==> src/rtl/button_events.sv <==
// rtl/button_events.sv - debounced push-button press/release/long-press event queue
//
// Purpose:
//   Synchronises and debounces up to N_BUTTONS raw active-low buttons.
//   Stable transitions are turned into press, release and long-press events.
//   Each channel parks a raised event in a one-entry pending slot.
//   A lowest-index-first arbiter moves pending events into a show-ahead FIFO.
//   The consumer pops that FIFO over a valid/ready handshake.
//
// Ports:
//   clk       in   system clock
//   rst_n     in   asynchronous active-low reset
//   btn_n     in   raw buttons, active-low, asynchronous to clk
//   pressed   out  debounced level per channel, 1 = held
//   ev_valid  out  event available at head of queue
//   ev_ready  in   consumer takes head event when ev_valid & ev_ready
//   ev_code   out  1 = press, 2 = release, 3 = long-press (0 while empty)
//   ev_idx    out  channel of head event (0 while empty)
//   ev_drop   out  one-cycle pulse per lost event
module button_events #(
  parameter int N_BUTTONS       = 4,
  parameter int DEBOUNCE_CYCLES = 120000,
  parameter int LONG_CYCLES     = 12000000,
  parameter int FIFO_DEPTH      = 4
) (
  input  logic                 clk,
  input  logic                 rst_n,
  input  logic [N_BUTTONS-1:0] btn_n,
  output logic [N_BUTTONS-1:0] pressed,
  output logic                 ev_valid,
  input  logic                 ev_ready,
  output logic [1:0]           ev_code,
  output logic [2:0]           ev_idx,
  output logic                 ev_drop
);

  localparam int DBW = $clog2(DEBOUNCE_CYCLES);
  localparam int LGW = $clog2(LONG_CYCLES);
  localparam int AW  = $clog2(FIFO_DEPTH);
  localparam int CW  = AW + 1;

  localparam logic [DBW-1:0] DB_LAST = DBW'(DEBOUNCE_CYCLES - 1);
  localparam logic [LGW-1:0] LG_LAST = LGW'(LONG_CYCLES - 1);
  localparam logic [CW-1:0]  DEPTH_C = CW'(FIFO_DEPTH);

  localparam logic [1:0] EV_PRESS   = 2'd1;
  localparam logic [1:0] EV_RELEASE = 2'd2;
  localparam logic [1:0] EV_LONG    = 2'd3;

  typedef enum logic [1:0] {
    ST_RELEASED  = 2'd0,
    ST_PRESSED   = 2'd1,
    ST_LONG_HELD = 2'd2
  } state_e;

  logic [N_BUTTONS-1:0] sync1_q, sync2_q;
  logic [N_BUTTONS-1:0] pressed_q;
  logic [N_BUTTONS-1:0] pend_valid_q;
  logic [1:0]           pend_code_q [N_BUTTONS];
  logic [DBW-1:0]       db_cnt_q    [N_BUTTONS];
  logic [LGW-1:0]       long_cnt_q  [N_BUTTONS];
  state_e               state_q     [N_BUTTONS];

  // FIFO entry is {idx[2:0], code[1:0]}
  logic [4:0]           fifo_q [FIFO_DEPTH];
  logic [AW-1:0]        wr_ptr_q, rd_ptr_q;
  logic [CW-1:0]        count_q;

  // Drops not yet signalled; lets simultaneous losses each get their own pulse
  logic [3:0]           drop_cnt_q;
  logic                 drop_q;

  logic [N_BUTTONS-1:0] btn_s, accept, raise, grant, drop;
  logic [1:0]           raise_code [N_BUTTONS];
  logic                 push, pop, fifo_full, fifo_empty;
  logic [4:0]           push_data;
  logic [4:0]           drop_total, drop_left;

  // Per-channel debounce acceptance and event generation
  always_comb begin
    for (int i = 0; i < N_BUTTONS; i++) begin
      btn_s[i]      = ~sync2_q[i];
      accept[i]     = (btn_s[i] != pressed_q[i]) && (db_cnt_q[i] == DB_LAST);
      raise[i]      = 1'b0;
      raise_code[i] = 2'd0;
      if (accept[i]) begin
        raise[i]      = 1'b1;
        raise_code[i] = pressed_q[i] ? EV_RELEASE : EV_PRESS;
      end else if ((state_q[i] == ST_PRESSED) && (long_cnt_q[i] == LG_LAST)) begin
        raise[i]      = 1'b1;
        raise_code[i] = EV_LONG;
      end
    end
  end

  // Arbiter: one pending channel per cycle, lowest index wins
  always_comb begin
    fifo_empty = (count_q == '0);
    fifo_full  = (count_q == DEPTH_C);
    pop        = ~fifo_empty & ev_ready;
    push       = 1'b0;
    grant      = '0;
    push_data  = '0;
    for (int i = 0; i < N_BUTTONS; i++) begin
      if (!push && pend_valid_q[i] && (!fifo_full || pop)) begin
        push      = 1'b1;
        grant[i]  = 1'b1;
        push_data = {3'(i), pend_code_q[i]};
      end
    end
    // A slot being moved out this cycle can take the new event without loss
    drop       = raise & pend_valid_q & ~grant;
    drop_total = {1'b0, drop_cnt_q};
    for (int i = 0; i < N_BUTTONS; i++) begin
      drop_total = drop_total + 5'(drop[i]);
    end
    drop_left = (drop_total == '0) ? 5'd0 : drop_total - 5'd1;
  end

  always_ff @(posedge clk or negedge rst_n) begin
    if (!rst_n) begin
      sync1_q      <= '1;
      sync2_q      <= '1;
      pressed_q    <= '0;
      pend_valid_q <= '0;
      for (int i = 0; i < N_BUTTONS; i++) begin
        pend_code_q[i] <= '0;
        db_cnt_q[i]    <= '0;
        long_cnt_q[i]  <= '0;
        state_q[i]     <= ST_RELEASED;
      end
      wr_ptr_q   <= '0;
      rd_ptr_q   <= '0;
      count_q    <= '0;
      drop_cnt_q <= '0;
      drop_q     <= 1'b0;
    end else begin
      sync1_q <= btn_n;
      sync2_q <= sync1_q;

      for (int i = 0; i < N_BUTTONS; i++) begin
        if ((btn_s[i] == pressed_q[i]) || accept[i]) begin
          db_cnt_q[i] <= '0;
        end else begin
          db_cnt_q[i] <= db_cnt_q[i] + DBW'(1);
        end

        if (accept[i]) begin
          pressed_q[i] <= ~pressed_q[i];
        end

        case (state_q[i])
          ST_RELEASED: begin
            if (accept[i]) begin
              state_q[i]    <= ST_PRESSED;
              long_cnt_q[i] <= '0;
            end
          end
          ST_PRESSED: begin
            if (accept[i]) begin
              state_q[i] <= ST_RELEASED;
            end else if (long_cnt_q[i] == LG_LAST) begin
              state_q[i] <= ST_LONG_HELD;
            end else begin
              long_cnt_q[i] <= long_cnt_q[i] + LGW'(1);
            end
          end
          ST_LONG_HELD: begin
            if (accept[i]) begin
              state_q[i] <= ST_RELEASED;
            end
          end
          default: state_q[i] <= ST_RELEASED;
        endcase

        if (raise[i] && (!pend_valid_q[i] || grant[i])) begin
          pend_valid_q[i] <= 1'b1;
          pend_code_q[i]  <= raise_code[i];
        end else if (grant[i]) begin
          pend_valid_q[i] <= 1'b0;
        end
      end

      if (push) begin
        wr_ptr_q <= wr_ptr_q + AW'(1);
      end
      if (pop) begin
        rd_ptr_q <= rd_ptr_q + AW'(1);
      end
      if (push && !pop) begin
        count_q <= count_q + CW'(1);
      end else if (!push && pop) begin
        count_q <= count_q - CW'(1);
      end

      drop_q     <= (drop_total != '0);
      drop_cnt_q <= (drop_left > 5'd15) ? 4'd15 : drop_left[3:0];
    end
  end

  // Storage needs no reset: entries are only read while count_q says valid
  always_ff @(posedge clk) begin
    if (push) begin
      fifo_q[wr_ptr_q] <= push_data;
    end
  end

  assign pressed  = pressed_q;
  assign ev_valid = ~fifo_empty;
  assign ev_code  = fifo_empty ? 2'd0 : fifo_q[rd_ptr_q][1:0];
  assign ev_idx   = fifo_empty ? 3'd0 : fifo_q[rd_ptr_q][4:2];
  assign ev_drop  = drop_q;

endmodule

==> config.mk <==
export PLATFORM = sky130hd
export DESIGN_NAME = button_events
export DESIGN_NICKNAME = d
export VERILOG_FILES = /design/src/rtl/button_events.sv
export SDC_FILE = /design/constraint.sdc
export NUM_CORES = 1
export LEC_CHECK = 0
export ABC_AREA = 1
export CORE_MARGIN = 2
export CORE_UTILIZATION = 50
export DETAILED_ROUTE_END_ITERATION = 10
export PLACE_DENSITY_LB_ADDON = 0.3
export SYNTH_ARGS = -nofsm -noshare
export SYNTH_HDL_FRONTEND = slang
export SYNTH_SLANG_ARGS = --single-unit
==> constraint.sdc <==
create_clock -name clk -period 5.42 [get_ports clk]
set_clock_uncertainty 0.1 [all_clocks]
set_input_delay 1.084 -clock clk [delete_from_list [all_inputs] [get_ports clk]]
set_output_delay 1.084 -clock clk [all_outputs]
set_load 0.05 [all_outputs]
==> summary.md, run 1 <==
| Metric | Value |
|---|---|
| Cell Pwr Density | `271 mW/mm^2` |
| VDD IR max | `0.218 mV` |
| Clk sinks | `224` |
| M1 WL | `14.1 mm` |
| Layout cells sized above 1 | `4.43%` |
| CTS tree | `done` |
| # diodes | `0` |
| Final min period | `4.43 ns` |
| Port-buffer cells | `16` |
| Hold Buf Count CTS | `0` |
| Syn Inst Count | `1960` |
| Post-DP HPWL | `20.9 mm` |
| Root buf cell | `clkbuf_16` |
| Pre-antenna DRT Iters | `5` |
| Critical Path Start Type | `input pin` |
| Cts repair resizes | `0` |
| Critical path buffers and inverters | `5` |
| Cell mode on critical path | `nand2_1` |
| Cells after DPL | `2278` |
| NetSw | `0.971 mW` |
| Core box area | `0.0270 sq mm` |
| Clock power share | `48.6%` |
| Setup WS post-layout | `0.987 ns` |
| Synthesized area per cell | `6.99 sq um` |
| Vias per cell | `5.21` |
| Int Pwr | `3.10 mW` |
| Slew Limit Fails | `0` |
| Sequential power share | `43.2%` |
| Clock transition at the registers of the reported paths | `0.06 ns` |
| Final setup violation count | `0` |
| Worst Tran Pin Value | `0.910 ns` |
| WHS Path Cells | `0` |
| Critical Path AT | `4.74 ns` |
| Routability congestion estimate | `0.894` |
| Die area | `0.0287 sq mm` |
| Synth unique cells | `43` |
| CP max FO | `6` |
| Ys async rst share | `92.9%` |
| Met3 WL | `1.07 mm` |
| R2r worst-path depth | `18` |
| Final Cycle Share | `81.8%` |
| Post-synth top flop | `dfrtp_1` |
| Dpl ws | `0.483 ns` |
| Detailed Route WL | `29.7 mm` |
| RSZ-0062 raised after global routing | `false` |
| Max Used Layer | `met4` |
| Total track usage | `21.6%` |
| H-tree Lvls | `1` |
| Worst-skew pair later-pin latency | `0.54 ns` |
| Vias in the first global route | `11697` |
| Post-DR wirelength/cell | `12.8 um` |
| Num CTS Buffers | `26` |
| Final Non-Filler Cells | `2326` |
| Peak Freq | `0.226 GHz` |
| Crit-path max cell delay | `0.52 ns` |
| DIE WIDTH | `170 um` |
| First-pass GRT wire length | `53.0 mm` |
| Post-layout util | `55.8%` |
| Yosys warning count | `0` |
| Commonest cells after routing, fill and taps aside | `nand2_1, nor2_1, nand3_1, dfrtp_1, inv_1` |
| ANT nets after route | `0` |
| Crit path kind | `input pin to flop` |
| Slowest-stage cell, CP | `clkdlybuf4s50_1` |
| Die height | `170 um` |
| Status | `finished clean` |
| Post-Syn Nets | `1986` |
| Pleak | `6.55 nW` |
| Initial antenna violation count | `0` |
| Crit path required time | `5.73 ns` |
| Initial Utilization | `50.8%` |
| Iteration-0 DRC Markers | `797` |
| Setup TNS | `0 ns` |
| Grt ovf | `0` |
| Std cell rows | `60` |
| Mapped cell area | `0.0137 sq mm` |
| Most common cell after layout, fill and taps aside | `nand2_1` |
| Max_cap viols | `0` |
| Logic gate share of total power | `8.3%` |
| Reg2Reg Setup Slack | `1.15 ns` |
| Sequential area share after synthesis | `41.6%` |
| Largest net degree at the start of global routing | `121` |
| Hold WS | `0.255 ns` |
| Num ports | `18` |
| Via Count | `12125` |
| Final #Nets | `1991` |
| Hold Path Class | `flop to flop` |
| Area added between synthesis and finish | `9.86%` |
| Max_slew headroom | `39.3%` |
| Setup bufs post-CTS | `0` |
| Final hold vios | `0` |
| Max clock buf depth | `3` |
| Synth Register Bits | `224` |
| Delay-heaviest family, CP | `adder cells` |
| DRC | `0` |
| Levels on crit path | `19` |
| Number of synthesized flops with an enable pin | `16` |
| Sw frac | `23.8%` |
| Metal2 WL | `14.0 mm` |
| Critical Path, Cell by Cell | `clkdlybuf4s50_1 -> nor2_1 -> nand2_1 -> nand3_1 -> inv_1 -> nand2_1 -> nand3_1 -> fa_1 -> fa_1 -> inv_1 -> fa_1 -> inv_1 -> ha_1 -> nand2_1 -> or2_2 -> nor2_1 -> inv_1 -> nand2_1 -> nand2_1` |
| Crit. End Element | `flop` |
==> worst paths after layout <==
| kind | start | to |
|---|---|---|
| min in group asynchronous | rst_n | long_cnt_q[69] |
| max | ev_ready | drop_cnt_q[2] |
| min | sync1_q[1] | sync2_q[1] |
| min reg2reg | sync1_q[1] | sync2_q[1] |
| max in group asynchronous | rst_n | sync1_q[0] |
| max reg2reg | state_q[3] | drop_cnt_q[2] |
==> per-layer routing <==
layer	up-vias	global-route usage (%)
met3	53	2.57
li1	6221	-
met1	5610	29.3
met2	241	36.9
met4	0	5.46
met5	-	0
==> synth_stat cells (11+ instances only) <==
| cell | number | share of area [%] |
|---|---|---|
| a21oi_1 | 20 | 0.73 |
| buf_2 | 11 | 0.40 |
| clkbuf_1 | 15 | 0.41 |
| dfrtp_1 | 200 | 37 |
| edfxtp_1 | 16 | 3.5 |
| ha_1 | 15 | 1.4 |
| inv_1 | 177 | 4.9 |
| nand2_1 | 619 | 17 |
| nand3_1 | 209 | 7.6 |
| nand3_2 | 12 | 0.88 |
| nand4_1 | 47 | 2.1 |
| nor2_1 | 387 | 11 |
| nor3_1 | 44 | 1.6 |
| o21ai_0 | 27 | 0.99 |
| xnor2_1 | 22 | 1.4 |
| xor2_1 | 59 | 3.8 |
==> final cells by class <==
type | instances | area (sq um)
Timing Repair Buffer | 18 | 193
Multi-Input combinational cell | 1510 | 7060
Inverter | 185 | 694
Clock inverter | 14 | 255
Tap cell | 341 | 427
Clock buffer | 34 | 722
Fill cell | 2564 | 11900
Sequential cell | 224 | 5700
==> power by group through the flow <==
stage / clock network [mW] / logic (mW) / registers [mW]
after detailed placement: 0 / 0.341 / 1.79
final: 1.98 / 0.336 / 1.76
after floorplan: 0 / 0.237 / 1.77
after global placement: 0 / 0.334 / 1.79
after CTS: 2.02 / 0.342 / 1.76
after global routing: 2.08 / 0.380 / 1.76
==> sequential cells by signal, summed over array words and instances (netlist names) <==
signal        flops
count_q           3
db_cnt_q         68
drop_cnt_q        4
ev_drop           1
fifo_q           16
long_cnt_q       96
pend_code_q       8
pend_valid_q      4
pressed           4
rd_ptr_q          2
state_q           8
sync1_q           4
sync2_q           4
wr_ptr_q          2
==> stage by stage <==
stage | cell area, sq um | power, mW
floorplan | 13700 | 2.01
global placement | 14100 | 2.12
finish | 15000 | 4.08
CTS | 15000 | 4.12
detailed placement | 14100 | 2.13
global route | 15000 | 4.23
==> kinds of logic (layout without fill, tap and decap cells) <==
kind of cell	after synthesis	in the layout	synth area share (%)
adders and majority gates	19	19	1.95
DFF	224	224	41.6
other	1	1	0.0274
and+or+nand+nor	1354	1354	42.2
buffers and inverters	226	251	6.87
muxes	1	1	0.0822
AOI/OAI and AO/OA	54	54	2.08
xor gates and xnor gates	81	81	5.18
Power figures use the tool's default switching activity.
==> run 2: changes to the inputs <==
clock period = 4.2 ns   (was 5.42 ns; I/O delays follow)
==> run 2 against run 1 <==
Net effect: routed wire length grew 3.0%; clock power rose by 9%; worst setup slack got worse by 0.72 ns; non-clock buffer count grew 19; via count up 0.87%; first-iteration DRC count down 4.1%; cell count rose by 0.73%; flip-flop and latch count did not move; global-route usage grew 0.24 points; final area increased by 0.11%; die area unchanged; sequential power rose by 29%; largest cell class unchanged; highest routed layer unchanged.
==> summary.md, run 2 (synthesis gave the netlist of run 1 again) <==
| Metric | Value |
|---|---|
| # diodes | `0 (unchanged)` |
| Layout cells sized above 1 | `5.39% (+0.96 points)` |
| Commonest cells after routing, fill and taps aside | `nand2_1, nor2_1, nand3_1, dfrtp_1, inv_1` |
| Final hold vios | `0 (unchanged)` |
| Final setup violation count | `0 (unchanged)` |
| Setup WS post-layout | `0.268 ns (-0.719 ns)` |
| Post-DP HPWL | `21.6 mm (+3.6%)` |
| Max_slew headroom | `41.4% (+2.1 points)` |
| Vias in the first global route | `11606 (-0.78%)` |
| Port-buffer cells | `16 (unchanged)` |
| Post-DR wirelength/cell | `13.1 um (+2.3%)` |
| Area added between synthesis and finish | `9.97%` |
| H-tree Lvls | `1 (unchanged)` |
| Critical Path, Cell by Cell | `clkdlybuf4s50_1 -> nor2_1 -> nand2_1 -> nand3_1 -> inv_1 -> nand2_1 -> nand3_1 -> fa_1 -> fa_1 -> inv_1 -> fa_1 -> inv_1 -> ha_1 -> nand2_1 -> or2_2 -> nor2_4 -> inv_1 -> nand2_1 -> nand2_1` |
| Routability congestion estimate | `0.921 (+3.0%)` |
| Initial Utilization | `50.8% (unchanged)` |
| Clock power share | `44.3% (-4.3 points)` |
| Critical path buffers and inverters | `5 (unchanged)` |
| Die height | `170 um (unchanged)` |
| Reg2Reg Setup Slack | `0.29 ns (-0.86 ns)` |
| DRC | `0 (unchanged)` |
| Crit path required time | `4.51 ns (-1.22 ns)` |
| NetSw | `1.20 mW (+23%)` |
| Logic gate share of total power | `9.2% (+0.9 points)` |
| Worst-skew pair later-pin latency | `0.53 ns (about the same)` |
| Largest net degree at the start of global routing | `117 (-3.3%)` |
| Clk sinks | `224 (unchanged)` |
| First-pass GRT wire length | `53.2 mm (+0.38%)` |
| CP max FO | `3 (-3)` |
| Most common cell after layout, fill and taps aside | `nand2_1` |
| Hold Path Class | `flop to flop` |
| Largest registers | `long_cnt_q (96), db_cnt_q (68), fifo_q (16)` |
| DIE WIDTH | `170 um (unchanged)` |
| Crit path kind | `input pin to flop` |
| Max reg flops | `96 (unchanged)` |
| Via Count | `12230 (+0.87%)` |
| Hold Buf Count CTS | `0 (unchanged)` |
| ANT nets after route | `0 (unchanged)` |
| Largest Register | `long_cnt_q` |
| Status | `finished clean` |
| Final #Nets | `2010 (+0.95%)` |
| Slowest-stage cell, CP | `fa_1` |
| Std cell rows | `60 (unchanged)` |
| Crit. End Element | `flop` |
| Final Cycle Share | `93.6%` |
| Crit-path max cell delay | `0.50 ns (-0.02 ns)` |
| Max_cap viols | `0 (unchanged)` |
| Sw frac | `24.5% (+0.71 points)` |
| Critical Path AT | `4.24 ns (-0.50 ns)` |
| Detailed Route WL | `30.6 mm (+3.0%)` |
| Pre-antenna DRT Iters | `5 (unchanged)` |
| Slew Limit Fails | `0 (unchanged)` |
| Max clock buf depth | `3 (unchanged)` |
| VDD IR max | `0.350 mV (+60%)` |
| Peak Freq | `0.254 GHz` |
| Sequential power share | `46.5% (+3.3 points)` |
| Initial antenna violation count | `0 (unchanged)` |
| RSZ-0062 raised after global routing | `false` |
| Clock transition at the registers of the reported paths | `0.06 ns (about the same)` |
| Hold WS | `0.252 ns (-0.00292 ns)` |
| Vias per cell | `5.22 (+0.13%)` |
| Root buf cell | `clkbuf_16` |
| CTS tree | `done` |
| Int Pwr | `3.68 mW (+19%)` |
| Critical Path Start Type | `input pin` |
| Core box area | `0.0270 sq mm (unchanged)` |
| Cell Pwr Density | `324 mW/mm^2 (+20%)` |
| Num ports | `18 (unchanged)` |
| Total track usage | `21.8% (+0.24 points)` |
| Iteration-0 DRC Markers | `764 (-4.1%)` |
| Worst Tran Pin Value | `0.879 ns (-0.0313 ns)` |
| Die area | `0.0287 sq mm (unchanged)` |
| Num CTS Buffers | `26 (unchanged)` |
| Grt ovf | `0 (unchanged)` |
| Delay-heaviest family, CP | `adder cells` |
| Final min period | `3.93 ns` |
| Dpl ws | `-0.306 ns (-0.789 ns)` |
| Cell mode on critical path | `nand2_1` |
| Pleak | `6.56 nW (about the same)` |
## run 2: area by class of cell
class                           instances  area (sq um)
Fill cell                            2599         11900
Multi-Input combinational cell       1510          7090
Sequential cell                       224          5700
Clock buffer                           42           772
Inverter                              185           694
Tap cell                              341           427
Timing Repair Buffer                   37           335
Clock inverter                          4          45.0
## run 2: metal layers
layer | part of all wire (%) | up-vias | track usage, %
met5 | 0 | - | 0
met4 | 1.8 | 0 | 5.24
met3 | 3.4 | 47 | 2.36
met2 | 47 | 236 | 37.4
met1 | 47 | 5699 | 29.8
li1 | - | 6248 | -
## run 2: path summary, 6_finish.rpt
path | from | endpoint | cells after the start
min in group asynchronous | rst_n | long_cnt_q[54] | 1
setup / recovery | ev_ready | drop_cnt_q[2] | 19
max in group asynchronous | rst_n | sync2_q[2] | 2
setup reg to reg | long_cnt_q[72] | drop_cnt_q[2] | 20
hold reg to reg | sync1_q[1] | sync2_q[1] | 0
hold / removal | sync1_q[1] | sync2_q[1] | 0
## run 2: power by group through the flow
stage / sequential, mW / clock (mW) / combinational (mW)
after floorplan: 2.29 / 0 / 0.306
after global placement: 2.31 / 0 / 0.443
after detailed placement: 2.31 / 0 / 0.454
after CTS: 2.27 / 2.21 / 0.455
after global routing: 2.28 / 2.30 / 0.498
final: 2.27 / 2.16 / 0.448
## run 2: metrics by stage
step                utilization (%)  TNS (ns)  std cells  instance area (sq um)  power, mW
global placement               52.7    -0.448       2295                  14200       2.75
detailed placement             52.7     -1.28       2295                  14200       2.76
global route                   55.9         0       2343                  15100       5.08
floorplan                         -         0       1960                  13700       2.60
CTS                            55.7         0       2341                  15000       4.94
finish                         55.9         0       2343                  15100       4.88
## run 2: repair_timing
| item | in CTS | in global routing |
|---|---|---|
| hold endpoints to repair | 0 | 0 |
| gates resized for setup | 0 | 11 |
| setup endpoints to repair | 0 | 5 |
| buffers inserted | 0 | 2 |
==> run 3: changes to the inputs <==
clock period = 4.1 ns   (was 4.2 ns; I/O delays follow)
==> run 3 against run 2 <==
Net effect: combinational power up 2%; clock power increased by 9.3%; sequential share of layout area shrank 0.44 points; total power rose by 5.5%; final area up 1.2%; register-to-register slack worse by 0.06 ns; count of clock-buffer cells in the layout decreased by 3; via count up 0.19%; die area stayed put; highest routed layer unchanged.
==> summary.md, run 3 (synthesis gave the netlist of run 1 again) <==
| Metric | Value |
|---|---|
| Status | `finished clean` |
| Core box area | `0.0270 sq mm (unchanged)` |
| Pre-antenna DRT Iters | `5 (unchanged)` |
| Worst Tran Pin Value | `0.736 ns (-0.142 ns)` |
| Area added between synthesis and finish | `11.3%` |
| Cell Pwr Density | `338 mW/mm^2 (+4.3%)` |
| Largest registers | `long_cnt_q (96), db_cnt_q (68), fifo_q (16)` |
| # diodes | `0 (unchanged)` |
| DIE WIDTH | `170 um (unchanged)` |
| Final #Nets | `2022 (+0.60%)` |
| Die area | `0.0287 sq mm (unchanged)` |
| Final setup violation count | `0 (unchanged)` |
| CTS tree | `done` |
| Crit. End Element | `flop` |
| Critical Path AT | `4.18 ns (-0.06 ns)` |
| Detailed Route WL | `30.7 mm (about the same)` |
| Clk sinks | `224 (unchanged)` |
| Max clock buf depth | `3 (unchanged)` |
| Initial antenna violation count | `0 (unchanged)` |
| Worst-skew pair later-pin latency | `0.53 ns (about the same)` |
| Total track usage | `21.8% (about the same)` |
| RSZ-0062 raised after global routing | `false` |
| R2r worst-path depth | `19 (-5.0%)` |
| Final min period | `3.87 ns` |
| Most common cell after layout, fill and taps aside | `nand2_1` |
| Dpl ws | `-0.424 ns (-0.118 ns)` |
| Post-layout util | `56.6% (+0.66 points)` |
| ANT nets after route | `0 (unchanged)` |
| Pleak | `6.65 nW (+1.4%)` |
| Hold Path Class | `input pin to async pin` |
| Routability congestion estimate | `0.927 (+0.64%)` |
| Final Non-Filler Cells | `2357 (+0.60%)` |
| Setup WS post-layout | `0.229 ns (-0.0390 ns)` |
| Max_cap viols | `0 (unchanged)` |
| Via Count | `12253 (+0.19%)` |
| Vias per cell | `5.20 (-0.41%)` |
| Initial Utilization | `50.8% (unchanged)` |
| Clock transition at the registers of the reported paths | `0.06 ns (about the same)` |
| H-tree Lvls | `1 (unchanged)` |
| Commonest cells after routing, fill and taps aside | `nand2_1, nor2_1, nand3_1, dfrtp_1, inv_1` |
| Final Cycle Share | `94.4%` |
| Final hold vios | `0 (unchanged)` |
| Cells after DPL | `2303 (+0.35%)` |
| Port-buffer cells | `16 (unchanged)` |
| Post-DP HPWL | `21.5 mm (-0.73%)` |
| CP max FO | `6 (+3)` |
| First-pass GRT wire length | `53.1 mm (-0.22%)` |
| Num ports | `18 (unchanged)` |
| VDD IR max | `0.300 mV (-14%)` |
| Max_slew headroom | `50.9% (+9.5 points)` |
| Vias in the first global route | `11597 (-0.078%)` |
| Crit path required time | `4.41 ns (-0.10 ns)` |
| Peak Freq | `0.258 GHz` |
| Std cell rows | `60 (unchanged)` |
| Iteration-0 DRC Markers | `991 (+30%)` |
| DRC | `0 (unchanged)` |
| Layout cells sized above 1 | `6.70% (+1.3 points)` |
| Die height | `170 um (unchanged)` |
| Largest net degree at the start of global routing | `95 (-19%)` |
| Post-DR wirelength/cell | `13.0 um (-0.52%)` |
| Largest Register | `long_cnt_q` |
| Critical Path Start Type | `input pin` |
| Hold Buf Count CTS | `0 (unchanged)` |
| Root buf cell | `clkbuf_16` |
| Grt ovf | `0 (unchanged)` |
| Crit path kind | `input pin to flop` |
| Max reg flops | `96 (unchanged)` |
| Num CTS Buffers | `26 (unchanged)` |
| Slew Limit Fails | `0 (unchanged)` |
-- run 3: power by group --
group	internal [mW]	switching [mW]
Clock	1.42	0.938
Sequential	2.28	0.0495
Combinational	0.156	0.303
-- run 3: area by class of cell --
class | count | area, sq um
clock buffers | 39 | 771
clock inverters | 9 | 108
fillers | 2515 | 11700
inverters | 185 | 694
multi-input cells | 1510 | 7120
flip-flops and latches | 224 | 5700
well taps | 341 | 427
repair buffers | 49 | 425
-- run 3: timing repair --
action / CTS / global route
buffers inserted: 0 / 6
endpoints found under the setup margin: 0 / 5
resized for setup: 0 / 20
-- run 3: final timing paths --
check	start	endpoint	slack, ns
max reg2reg	long_cnt_q[78]	drop_cnt_q[2]	0.23
min reg2reg	sync1_q[3]	sync2_q[3]	0.25
max in group asynchronous	rst_n	sync2_q[0]	2.77
min	rst_n	long_cnt_q[53]	0.18
max	ev_ready	drop_cnt_q[2]	0.23
min in group clk	sync1_q[3]	sync2_q[3]	0.25
-- run 3: routing by layer --
| layer | share of wire, % | GRT usage, % | vias up | wire length [um] |
|---|---|---|---|---|
| met5 | 0 | 0 | - | 0 |
| met4 | 1.5 | 4.31 | 0 | 466 |
| met3 | 4.1 | 2.78 | 39 | 1240 |
| li1 | - | - | 6279 | - |
| met2 | 47 | 37.2 | 213 | 14500 |
| met1 | 47 | 30.0 | 5722 | 14500 |
-- run 3: critical path, stage by stage --
cell	delay [ns]
clkdlybuf4s50_1	0.44
nor2_1	0.14
nand2_2	0.11
nand3_1	0.12
inv_1	0.06
nand2_1	0.07
nand3_1	0.10
fa_1	0.49
fa_2	0.40
inv_2	0.07
fa_1	0.44
inv_1	0.08
ha_1	0.17
nand2_1	0.08
or2_2	0.31
nor2_4	0.10
inv_1	0.07
nand2_1	0.06
nand2_1	0.05
-- run 3: stage by stage --
step,area [sq um],TNS (ns),power [mW],hold slack (ns)
finish,15200,0,5.15,0.180
global route,15200,0,5.34,0.246
CTS,15100,0,5.21,0.224
detailed placement,14300,-1.80,2.83,0.247
global placement,14300,-1.09,2.82,0.246
floorplan,13700,0,2.66,0.245
==> patch 1: new RTL, config.mk and constraints of run 2 <==
Set the parameter `N_BUTTONS` to 2 (it was 4).
--- a/src/rtl/button_events.sv
+++ b/src/rtl/button_events.sv
@@ -20,3 +20,3 @@
 module button_events #(
-  parameter int N_BUTTONS       = 4,
+  parameter int N_BUTTONS       = 2,
   parameter int DEBOUNCE_CYCLES = 120000,
Ports: changed (resized btn_n and pressed); port bits go from 18 to 14. No check against the original RTL was run, so the function may have changed too.
==> patch 1 against run 2 <==
  * Setup slack better by 0.49 ns
  * Fmax rose by 14%
  * Wire length fell by 50%
  * Worst hold slack better by 0.0032 ns
  * Global-route usage is 0.65 points lower
  * Total power is 32% lower
  * Sequential cell count shrank 102
  * Synthesized area down 47%
  * Die area is 46% lower
  * Final area down 46%
==> patch 1: results (changes against run 2) <==
Outcome
• result of the run: complete, no violations, unchanged

Layout
• layout net count: 1065, was 2010
• share of layout cells above drive strength 1: 5.00%, was 5.39%
• fill count: 1315, was 2599

Global routing
• number of global-route vias before repair: 6110, was 11600
• maximum number of pins on one net before global-route repair: 61, was 117
• first-pass GRT wire length: 27300 um, was 53200 um
• all-layer global routing usage: 21.2%, was 21.8%

Critical path
• R2R setup slack: 0.76 ns, was 0.29 ns
• biggest fanout along the worst timing path: 7, was 3
• Critical Path Slowest Stage Cell: sky130_fd_sc_hd__dfrtp_1, was sky130_fd_sc_hd__fa_1
• worst path arrival time: 3.65 ns, was 4.24 ns
• maximum cell stage delay along the critical path: 0.45 ns, was 0.50 ns

Synth
• Cell variety after synth: 37, was 43
• leading cell types by count after synthesis: 315 x sky130_fd_sc_hd__nand2_1, 215 x sky130_fd_sc_hd__nor2_1, 110 x sky130_fd_sc_hd__inv_1, 106 x sky130_fd_sc_hd__dfrtp_1, 103 x sky130_fd_sc_hd__nand3_1, was 619 x sky130_fd_sc_hd__nand2_1, 387 x sky130_fd_sc_hd__nor2_1, 209 x sky130_fd_sc_hd__nand3_1, 200 x sky130_fd_sc_hd__dfrtp_1, 177 x sky130_fd_sc_hd__inv_1
• Post-synth EDFFs: 12, was 16
• async set or reset register ratio after synthesis: 90.2%, was 92.9%
• share of synthesized area occupied by flip-flops and latches: 42.6%, was 41.6%

Power
• switch share: 25.1%, was 24.5%
• Leakage: 0.00363 uW, was 0.00656 uW
• maximum resistive drop on vdd: 0.000333 V, was 0.000350 V

Routing
• number of iterations in the first detailed-routing pass: 6, was 5
• routed wire length per instance: 12.3 um, was 13.1 um
• initial drt markers: 485, was 764
• vias after detailed routing: 6262, was 12200

CTS
• clock latency at the later pin of the worst-skew pair: 0.43 ns, was 0.53 ns
• maximum clock path buffer count: 2, was 3
• number of buffers created by CTS: 17, was 26
• clock input transition at the sequential cells of the worst setup and hold paths: 0.06 ns, about the same
• Clock H-tree levels: 4, was 1

Placed design
• detailed-placement wirelength estimate: 10500 um, was 21600 um
• PortBufs: 11, was 16

Timing
• final worst hold slack: 0.255 ns, was 0.252 ns

-- patch 1: power by group through the flow --
stage / Sequential, uW / Clock (uW) / Combinational, uW
CTS: 1300 / 1630 / 396
detailed placement: 1320 / 0 / 395
global placement: 1320 / 0 / 389
global route: 1310 / 1680 / 433
floorplan: 1300 / 0 / 292
finish: 1300 / 1610 / 391
-- patch 1: worst paths after layout --
| kind | cells past startpoint | startpoint | to |
|---|---|---|---|
| worst max register to register | 19 | long_cnt_q[24] | drop_cnt_q[0] |
| max in group asynchronous | 2 | rst_n | sync2_q[1] |
| min in group asynchronous | 1 | rst_n | long_cnt_q[45] |
| worst min register to register | 0 | sync1_q[1] | sync2_q[1] |
| worst min-delay path | 0 | sync1_q[1] | sync2_q[1] |
| worst max-delay path | 19 | long_cnt_q[24] | drop_cnt_q[0] |
-- patch 1: area by class of cell --
cell class,count,share of cell area [%]
Sequential cell,122,38.0
Tap cell,184,2.81
Clock inverter,5,1.57
Clock buffer,27,6.37
Inverter,111,5.08
Multi-Input combinational cell,783,44.6
Timing Repair Buffer,12,1.56
-- patch 1: routing by layer --
metal	routed length [um]	track usage, %	share of wire [%]
met3	628	4.41	4.1
met2	7000	34.0	46
met1	7400	28.4	48
met5	0	0	0
met4	297	8.10	1.9
-- patch 1: per-stage QoR --
step                utilization [%]  instance area, sq um  cells  total power [uW]  worst slack (ns)
finish                         56.9                  8200   1244              3300             0.761
global placement               52.4                  7550   1212              1710             0.652
CTS                            56.9                  8200   1244              3330             0.776
global route                   56.9                  8200   1244              3420             0.428
floorplan                         -                  7320   1037              1590              1.13
detailed placement             52.4                  7550   1212              1710             0.605
-- patch 1: cell families (layout without fill, tap and decap cells) --
| kind of cell | Yosys count | count (layout) | share of synthesized area [%] |
|---|---|---|---|
| flops | 122 | 122 | 42.6 |
| fa+ha+maj | 13 | 13 | 2.43 |
| xor+xnor | 46 | 46 | 5.51 |
| buf+inv | 132 | 155 | 7.41 |
| compound gates | 33 | 33 | 2.48 |
| other cells | 1 | 2 | 0.0513 |
| simple gates | 688 | 688 | 39.4 |
| mux | 1 | 1 | 0.154 |
==> patch 2: new RTL, config.mk and constraints of run 2 <==
Without the edit above. Make the reset (`rst_n`) synchronous in one clocked block. Comments in the files are not updated.
--- a/src/rtl/button_events.sv
+++ b/src/rtl/button_events.sv
@@ -119,3 +119,3 @@
 
-  always_ff @(posedge clk or negedge rst_n) begin
+  always_ff @(posedge clk) begin
     if (!rst_n) begin
Function: same outputs for any inputs over 10 cycles, from zero or initial values and one cycle with rst_n low; that may be too few to reach the edited logic, so the function may still have changed.
==> patch 2 against run 2 <==
  * Synthesized area down 3.9%
  * Sequential cell count up 2
  * Critical path depth down 4
  * Total power up 14%
  * Synthesized cell count down 18%
  * Non-clock buffer count down 17
  * Sequential share of layout area up 6.4 points
  * Combinational power up 65%
  * Wire length down 15%
  * Setup slack better by 0.095 ns
  * Final area down 2.5%
==> patch 2: results (changes against run 2) <==
Synth
• gate count of the mapped netlist: 1614, was 1960
• xor and xnor fraction of the mapped netlist area: 5.12%, was 5.18%
• share of synthesized area occupied by flip-flops and latches: 49.3%, was 41.6%
• leading cell types by count after synthesis: 360 x sky130_fd_sc_hd__nand2_1, 330 x sky130_fd_sc_hd__nor2_1, 207 x sky130_fd_sc_hd__inv_1, 196 x sky130_fd_sc_hd__edfxtp_1, 89 x sky130_fd_sc_hd__nand3_1, was 619 x sky130_fd_sc_hd__nand2_1, 387 x sky130_fd_sc_hd__nor2_1, 209 x sky130_fd_sc_hd__nand3_1, 200 x sky130_fd_sc_hd__dfrtp_1, 177 x sky130_fd_sc_hd__inv_1
• share of synthesized area spent on multiplexers: 0%, was 0.0822%

Hold path
• launch instance of the worst min-delay path: sync1_q[1], unchanged
• cell depth of the worst hold path: 1, was 0

Placed design
• total cell area at the placement stage: 0.0139 sq mm, was 0.0142 sq mm
• pre-CTS worst setup slack: 0.00783 ns, was -0.306 ns

Power
• part of the power in combinational logic: 13.2%, was 9.2%
• design internal power: 4070 uW, was 3680 uW
• Leakage: 0.00585 uW, was 0.00656 uW

Critical path
• R2R setup slack: 0.36 ns, was 0.29 ns
• biggest fanout along the worst timing path: 7, was 3
• crit path kind: flop to flop, was input port to flop

Layout
• fill count: 2373, was 2599
• Multi-In Gates: 1226, was 1510
• area fraction of clock buffers and clock inverters: 5.48%, was 5.42%
• non-clock inverter count in the final layout: 209, was 185
• non-clock buffer area fraction after layout: 1.30%, was 2.23%
• number of signal-net buffers in the layout: 20, was 37
• fraction of standard cell area that is sequential: 44.2%, was 37.8%
• layout net count: 1735, was 2010
• clock buffers: 41, was 42

Routing
• initial drt markers: 751, was 764
• ratio of routed vias to standard cells: 5.05, was 5.22
• vias after detailed routing: 10400, was 12200
• detailed-route wire length: 25900 um, was 30600 um

Timing
• Final Critical Period: 3.84 ns, was 3.93 ns
• final worst hold slack: 0.322 ns, was 0.252 ns

Outcome
• result of the run: complete, no violations, unchanged

Global routing
• first-pass GRT wire length: 44700 um, was 53200 um

patch 2: changes by cell type after synthesis, moves of 10 or more:
| cell | run 2 | this run |
|---|---|---|
| sky130_fd_sc_hd__or2_2 | 1 | 22 |
| sky130_fd_sc_hd__dfrtp_1 | 200 | 0 |
| sky130_fd_sc_hd__inv_1 | 177 | 207 |
| sky130_fd_sc_hd__dfxtp_1 | 0 | 30 |
| sky130_fd_sc_hd__edfxtp_1 | 16 | 196 |
| sky130_fd_sc_hd__nor2_1 | 387 | 330 |
| sky130_fd_sc_hd__a21oi_1 | 20 | 65 |
| sky130_fd_sc_hd__nand3b_1 | 2 | 19 |
| sky130_fd_sc_hd__nand3_1 | 209 | 89 |
| sky130_fd_sc_hd__clkbuf_1 | 15 | 5 |
| sky130_fd_sc_hd__nand2_1 | 619 | 360 |
patch 2: layer usage:
layer | GRT usage, % | share of wire (%)
met5 | 0 | 0
met4 | 5.02 | 2.3
met3 | 2.84 | 3.9
met2 | 32.0 | 47
met1 | 25.3 | 47
